### src/rtl/nexus_nonce_collector.sv
// Nonce collector: buffers 64-bit candidate nonces in a small FIFO and streams
// each one out as a low/high pair of 32-bit words over a valid/ready port.
module nexus_nonce_collector #(
  parameter int DEPTH = 4
) (
  input  logic                    clk,
  input  logic                    nRst,
  input  logic [63:0]             NonceIn,
  input  logic                    NonceValid,
  input  logic                    Flush,
  output logic [31:0]             OutWord,
  output logic                    OutValid,
  input  logic                    OutReady,
  output logic                    OutLast,
  output logic [$clog2(DEPTH):0]  Count,
  output logic                    Overflow,
  output logic [15:0]             DropCnt,
  output logic [1:0]              DbgState
);

  localparam int AW = $clog2(DEPTH);

  typedef enum logic [1:0] {
    IDLE    = 2'd0,
    SEND_LO = 2'd1,
    SEND_HI = 2'd2
  } state_t;

  // Output handshake: a word transfers on a rising edge where OutValid and
  // OutReady are both high; OutWord/OutLast never change while OutValid=1
  // and OutReady=0.
  state_t          r_state;
  logic [63:0]     r_mem [DEPTH];
  logic [AW-1:0]   r_rd_ptr;
  logic [AW-1:0]   r_wr_ptr;
  logic [AW:0]     r_count;
  logic [31:0]     r_hold_hi;
  logic [31:0]     r_out_word;
  logic            r_out_valid;
  logic            r_out_last;
  logic            r_overflow;
  logic [15:0]     r_drop_cnt;

  logic            w_empty;
  logic            w_full;
  logic            w_pop;
  logic            w_push;
  logic            w_drop;
  logic [63:0]     w_head;

  assign w_empty = (r_count == '0);
  assign w_full  = (r_count == (AW+1)'(DEPTH));
  assign w_head  = r_mem[r_rd_ptr];

  // Flush suppresses loads so no word of old work starts after it.
  assign w_pop  = ~Flush & ~w_empty &
                  ((r_state == IDLE) | ((r_state == SEND_HI) & OutReady));
  assign w_push = NonceValid & ~Flush & (~w_full | w_pop);
  assign w_drop = NonceValid & ~Flush & w_full & ~w_pop;

  always_ff @(posedge clk) begin
    if (w_push) r_mem[r_wr_ptr] <= NonceIn;
  end

  always_ff @(posedge clk) begin
    if (!nRst || Flush) begin
      r_rd_ptr <= '0;
      r_wr_ptr <= '0;
      r_count  <= '0;
    end else begin
      if (w_push) r_wr_ptr <= r_wr_ptr + AW'(1);
      if (w_pop)  r_rd_ptr <= r_rd_ptr + AW'(1);
      if (w_push && !w_pop)      r_count <= r_count + (AW+1)'(1);
      else if (w_pop && !w_push) r_count <= r_count - (AW+1)'(1);
    end
  end

  always_ff @(posedge clk) begin
    if (!nRst) begin
      r_overflow <= 1'b0;
      r_drop_cnt <= '0;
    end else if (w_drop) begin
      r_overflow <= 1'b1;
      if (r_drop_cnt != 16'hFFFF) r_drop_cnt <= r_drop_cnt + 16'd1;
    end
  end

  // The low word goes straight to the output register on load, so only the
  // upper half of the nonce needs to be held.
  always_ff @(posedge clk) begin
    if (!nRst) begin
      r_state     <= IDLE;
      r_hold_hi   <= '0;
      r_out_word  <= '0;
      r_out_valid <= 1'b0;
      r_out_last  <= 1'b0;
    end else begin
      case (r_state)
        IDLE: begin
          if (w_pop) begin
            r_hold_hi   <= w_head[63:32];
            r_out_word  <= w_head[31:0];
            r_out_valid <= 1'b1;
            r_out_last  <= 1'b0;
            r_state     <= SEND_LO;
          end
        end
        SEND_LO: begin
          if (Flush) begin
            r_out_valid <= 1'b0;
            r_out_last  <= 1'b0;
            r_state     <= IDLE;
          end else if (OutReady) begin
            r_out_word <= r_hold_hi;
            r_out_last <= 1'b1;
            r_state    <= SEND_HI;
          end
        end
        SEND_HI: begin
          if (OutReady) begin
            if (w_pop) begin
              r_hold_hi   <= w_head[63:32];
              r_out_word  <= w_head[31:0];
              r_out_valid <= 1'b1;
              r_out_last  <= 1'b0;
              r_state     <= SEND_LO;
            end else begin
              r_out_valid <= 1'b0;
              r_out_last  <= 1'b0;
              r_state     <= IDLE;
            end
          end
        end
        default: begin
          r_out_valid <= 1'b0;
          r_out_last  <= 1'b0;
          r_state     <= IDLE;
        end
      endcase
    end
  end

  assign OutWord  = r_out_word;
  assign OutValid = r_out_valid;
  assign OutLast  = r_out_last;
  assign Count    = r_count;
  assign Overflow = r_overflow;
  assign DropCnt  = r_drop_cnt;
  assign DbgState = r_state;

endmodule
### config.mk
export PLATFORM = sky130hd
export DESIGN_NAME = nexus_nonce_collector
export DESIGN_NICKNAME = d
export VERILOG_FILES = /design/src/rtl/nexus_nonce_collector.sv
export SDC_FILE = /design/constraint.sdc
export NUM_CORES = 1
export LEC_CHECK = 0
export ABC_CLOCK_PERIOD_IN_PS = 3300
export CAP_MARGIN = 10
export CORE_ASPECT_RATIO = 1.5
export CORE_MARGIN = 5
export CORE_UTILIZATION = 45
export CTS_CLUSTER_SIZE = 30
export DETAILED_ROUTE_END_ITERATION = 7
export GPL_TIMING_DRIVEN = 1
export MAX_ROUTING_LAYER = met4
export PLACE_DENSITY_LB_ADDON = 0.12
export SETUP_SLACK_MARGIN = 0.5
export SYNTH_ARGS = -nofsm -noshare
export SYNTH_HDL_FRONTEND = slang
export SYNTH_SLANG_ARGS = --single-unit
export TNS_END_PERCENT = 50
### constraint.sdc
create_clock -name clk -period 3.3 [get_ports clk]
set_input_delay 0.495 -clock clk [delete_from_list [all_inputs] [get_ports clk]]
set_output_delay 0.495 -clock clk [all_outputs]
set_load 0.02 [all_outputs]
# After elaboration in Yosys (flattened, before gate mapping)
# Memories as Yosys holds them, arrays and structs flattened. A register that Yosys moved wholly into a read port is not among the register bits.
# Index checks and enable logic that the tools add are counted.
[word_totals]
regBits = 92
mem_bits_rw = 256
inputBits = 69
mem_count = 1
[memory_table]
columns = ["name", "depth", "word_bits", "rd", "rd_clocked_by_memory_dff", "wr", "line_no", "rtl"]
rows = [
  ["r_mem", 4, 64, 1, 1, 1, "33", "logic [63:0] r_mem [DEPTH];"],
]
[op_classes]
n_addsub = 5
eq_ne = 10
muxes = 30
n_bitwise = 13
reduce_logical = 16
[op_table]
columns = ["op", "count"]
rows = [
  ["32-bit two-way mux", 6],
  ["32-bit one-hot mux with 3 select lines", 1],
  ["32-bit one-hot mux with 2 select lines", 1],
  ["16-bit by 1-bit adder with 16-bit output (second input constant)", 1],
  ["16-bit != test (second input constant)", 1],
  ["2-bit two-way mux", 6],
  ["1-bit two-way mux", 11],
  ["2-bit != test (second input constant)", 5],
  ["1-bit bitwise AND", 7],
  ["3-bit two-way mux", 2],
  ["1-bit one-hot mux with 3 select lines", 2],
  ["2-bit one-hot mux with 3 select lines", 1],
  ["3-bit AND reduction", 2],
  ["2-bit by 1-bit adder with 2-bit output (second input constant)", 2],
  ["1-bit NOT", 4],
  ["2-bit AND reduction", 2],
  ["4-bit AND reduction", 1],
  ["2-bit nonzero test", 2],
  ["3-bit by 1-bit adder with 3-bit output (second input constant)", 1],
  ["3-bit equality test (second input constant)", 1],
  ["1-bit zero test", 3],
  ["3-bit zero test", 1],
  ["3-bit != test (second input constant)", 1],
  ["3-bit nonzero test", 1],
  ["other kinds (7)", 9],
]

# Depth between registers and ports, before layout
[logic_depth]
word_depth = 10
ltp_mapped = 10
mapped_depth_nobuf = 9

# Worst setup path before layout
# No wires, ideal clock.
[synth_path]
path_kind = "input to register"
from = "in OutReady"
to = "mem r_mem[1][0], enable pin"
setup_time_ps = 429
t_arrival_ps = 2837
setup_slack_ps = 34
cell_stages = 5
path_buffers = 1
cell_sequence = "and2b_2 o31ai_1 and3_1 clkbuf_1 and2_1"
[synth_via]
elab_chain_cells = 7
[synth_lines]
columns = ["element", "line_no", "rtl"]
rows = [
  ["start: declaration", "13", "input logic OutReady,"],
  ["1-bit bitwise AND", "57", "((r_state == IDLE) | ((r_state == SEND_HI) & OutReady));"],
  ["1-bit bitwise OR", "57", ""],
  ["1-bit bitwise AND", "56", "assign w_pop = ~Flush & ~w_empty &"],
  ["1-bit bitwise OR", "58", "assign w_push = NonceValid & ~Flush & (~w_full | w_pop);"],
  ["1-bit bitwise AND", "58", ""],
  ["net w_push", "47", "logic w_push;"],
  ["1-bit two-way mux", "62", "if (w_push) r_mem[r_wr_ptr] <= NonceIn;"],
  ["1-bit two-way mux (implied by the code)", "62", ""],
  ["end: declaration", "33", ""],
]
# The timed path passes the listed nets, and every way through them passes these cells.

# Final worst setup path
[layout_path]
from = "in OutReady"
to = "reg r_count[2] (netlist: Count[2])"
[layout_via]
elab_chain_cells = 8
[layout_lines]
columns = ["element", "line_no", "rtl"]
rows = [
  ["1-bit bitwise AND (*)", "57", ""],
  ["1-bit bitwise OR (*)", "57", ""],
  ["1-bit bitwise AND (*)", "56", ""],
  ["1-bit bitwise OR", "58", ""],
  ["1-bit bitwise AND", "58", ""],
  ["1-bit zero test", "74", "else if (w_pop && !w_push) r_count <= r_count - (AW+1)'(1);"],
  ["1-bit logical AND", "74", ""],
  ["2-bit nonzero test (no source line)", "n/a", ""],
  ["end signal: assignment", "73", "if (w_push && !w_pop) r_count <= r_count + (AW+1)'(1);"],
  ["end signal: assignment", "74", ""],
  ["end: declaration", "36", "logic [AW:0] r_count;"],
]
# Mark *: on every way between the ends. The rest lies on a longest branch, timed or not.
# A chain may end at the register's enable or synchronous reset.

==> qor.tcl <==
set qor(synth.top_cell.area_share) 0.5834
set qor(global_route_wire_length_before_repair_um) 43820
set qor(setup_tns_ns) 0
set qor(timing.critical_path.to_type) {flip-flop}
set qor(synth.most_common_cell) {edfxtp_1}
set qor(routed-via-count) 7203
set qor(clkSlewWorstSetupHoldPaths_ns) 0.07
set qor(io_buffer_count) 124
set qor(netlist_instances) 811
set qor(vdd_ir_drop_max_v) 0.0004983
set qor(combinational_family_with_the_most_area_after_synthesis) {multiplexers}
set qor(die_h_um) 219.6
set qor(nNetsFinal) 1016
set qor(max-slew-margin-rel) 0.4097
set qor(initial_utilization) 0.4574
set qor(run_status) {completed}
set qor(wire_per_inst_um) 21.15
set qor(cap_viol_max_count) 0
set qor(yosys_warning_total) 0
set qor(critical-path-top-delay-family) {simple AND/OR/NAND/NOR gates}
set qor(drive_gt1_frac) 0.1566
set qor(synth_compound_gate_area_share) 0.06561
set qor(floorplan.core_area_mm2) 0.02881
set qor(clock_tree.buffer_depth) 3
set qor(synthTopCellsByArea) {edfxtp_1 58%, dfxtp_1 14%, mux4_2 11%}
set qor(cts_resized) 0
set qor(final_clock_period_utilization_by_the_worst_path) 0.7463
set qor(grt_usage) 0.1805
set qor(worstPathBufferInverterCount) 2
set qor(worst-r2r-cell-count) 6
set qor(fmax_mhz) 406.0
set qor(first_iter_violations) 418
set qor(cts.hold.buffers_added) 0
set qor(timing.final.setup_violations) 0
set qor(cts_root_buffer_type) {clkbuf_16}
set qor(globalplace.congestion) 0.7553
set qor(cts-htree-levels) 1
set qor(finalMaxSlewViolations) 0
set qor(floorplan.die.width_um) 149.7
set qor(hold_depth) 1
set qor(rows) 76
set qor(finalClockSkew_ns) 0.01092
set qor(critical_path.max_fanout) 5
set qor(min_path_type) {reg -> reg}
set qor(synth_ff_type) {edfxtp_1}
set qor(dieArea_mm2) 0.03288
set qor(finalWorstPathRequiredPeriod_ns) 2.463
set qor(dpl_cell_area_mm2) 0.01498
set qor(worst_ep_arrival_time_ns) 2.95
set qor(dp.final_hpwl_um) 17730
set qor(p_leak_nw) 5.104
set qor(instance_count_after_placement_with_tap_cells_included) 1297
set qor(syn_nets) 887
set qor(cpMaxStageDelayCell) {clkdlybuf4s50_1}
set qor(antenna-diode-count) 0
set qor(number_of_global_route_vias_before_repair) 7537
set qor(globalRouteOverflowTotal) 0
set qor(worst_setup_path_start_kind) {input pin}
set qor(finish.cell_count_without_fillers) 1354
set qor(yosysTopAreaCell) {edfxtp_1}
set qor(post_cts_buffers) 0
set qor(postSynthRegisterBits) 349
set qor(synth-async-reset-ratio) 0
set qor(finalWirelength_um) 28630
set qor(cts-buffers-inserted) 31
set qor(worstPathCellList) {clkdlybuf4s50_1 -> and2b_2 -> o31ai_1 -> and3_1 -> ha_1 -> inv_1 -> fa_1 -> xor2_1 -> or3_1 -> a21oi_1}
set qor(timing.final.hold_violations) 0
set qor(tightestPinTransition_ns) 0.8855
set qor(cts_tree) {yes}
set qor(number_of_remaining_drc_errors) 0
set qor(drt_pass_1_iters) 4
set qor(grt_start_max_net_pins) 89
set qor(netlist_top_cells_count) {256 x edfxtp_1, 141 x nand2_1, 93 x dfxtp_1}
set qor(worst-path-stages) 10
set qor(post_drt_via_cell_ratio) 5.320
set qor(synth_area_mm2) 0.01318
set qor(timing.setup.critical_path_class) {in -> reg}
set qor(synth-seq-area-share) 0.7246
set qor(yosys.cell_types.count) 53
set qor(tritoncts_num_sinks) 349
set qor(post_synth_fa_ha_maj_area_fraction) 0.007216
set qor(clock_insertion_delay_worst_skew_ns) 0.56
set qor(synth.avg_cell_area_um2) 16.25
set qor(post_synth_xor_area_fraction) 0.007311
set qor(finalInstanceArea_mm2) 0.01600
set qor(num_io_pins) 125
set qor(area_growth_syn_to_layout_pct) 21.44
set qor(synth_simple_gate_area_share) 0.06523
set qor(rsz_0062_raised_after_global_routing) {no}
set qor(crit_path_max_incr_delay_ns) 0.54
set qor(yosys-mux-area-fraction) 0.1124
set qor(grt_antenna_before_repair) 0
set qor(postRouteAntennaNets) 0
set qor(required_time_of_the_worst_setup_path_ns) 3.79
set qor(power.density_mw_per_mm2) 575.5
set qor(synth-edff-count) 256
[area by class of cell]
type                            instances  area (µm²)
Tap cell                              390       488.0
Timing Repair Buffer                  145        1506
Multi-Input combinational cell        406        3410
Inverter                                7       26.28
Fill cell                            2356       12810
Clock inverter                         15       161.4
Sequential cell                       349        9554
Clock buffer                           42       857.1
[cell families after synthesis]
| group | Yosys count |
|---|---|
| mux | 68 |
| flops | 349 |
| compound gates | 127 |
| simple gates | 193 |
| xor+xnor | 11 |
| fa+ha+maj | 7 |
| buf+inv | 56 |
[layer usage]
layer | global-route usage | part of all wire
met2 | 0.3299 | 0.55
met3 | 0.02469 | 0.044
met5 | - | 0
met1 | 0.2089 | 0.38
met4 | 0.04792 | 0.022
[layout by cell type, fill, tap and decap left out, types with 4 or more instances in the layout]
cell	count
ha_1	6
nor2_1	9
o31ai_1	4
nand3_1	5
clkbuf_16	31
o21ai_0	34
nand2_1	141
buf_12	9
o21a_1	6
inv_1	6
xor2_1	4
a21boi_0	34
mux4_2	64
and2_1	6
and2_4	4
clkbuf_8	4
mux2i_1	4
a31oi_1	32
edfxtp_1	256
nor4_1	5
dfxtp_1	91
clkinv_2	7
xnor2_1	7
buf_4	12
clkdlybuf4s50_1	123
clkbuf_1	7
[worst paths after layout]
check | startpoint | endpoint | slack (ns)
hold reg to reg | Overflow | Overflow | 0.46
hold / removal | Overflow | Overflow | 0.46
setup / recovery | OutReady | Count[2] | 0.84
setup reg to reg | DropCnt[0] | DropCnt[11] | 0.86
[where the power goes]
part | internal, mW | switching, mW | leakage, nW | total (mW)
sequential | 4.83 | 0.0692 | 3.08 | 4.90
combinational | 0.327 | 0.376 | 1.52 | 0.703
clock | 2.05 | 1.55 | 0.499 | 3.60
total | 7.21 | 1.99 | 5.10 | 9.21
[per-stage QoR]
step	power, mW	hold WS, ns	setup slack (ns)	utilization
2_1_floorplan	5.345	0.4437	0.03484	-
3_3_place_gp	5.707	0.4464	0.3222	0.5201
3_5_place_dp	5.717	0.4521	0.2881	0.5201
4_1_cts	9.320	0.4496	0.8603	0.5554
5_1_grt	9.559	0.4912	0.6895	0.5554
6_report	9.210	0.4616	0.8371	0.5554
[registers in the layout, summed over array words and instances, names as in the netlist, named ones only]
| register | cells |
|---|---|
| OutWord | 32 |
| DropCnt | 16 |
| DbgState | 2 |
| Count | 3 |
| r_hold_hi | 32 |
| r_mem | 256 |
| r_wr_ptr | 2 |
| OutValid | 1 |
| r_rd_ptr | 2 |
| Overflow | 1 |
No activity file was read; power rests on OpenSTA's default activity.
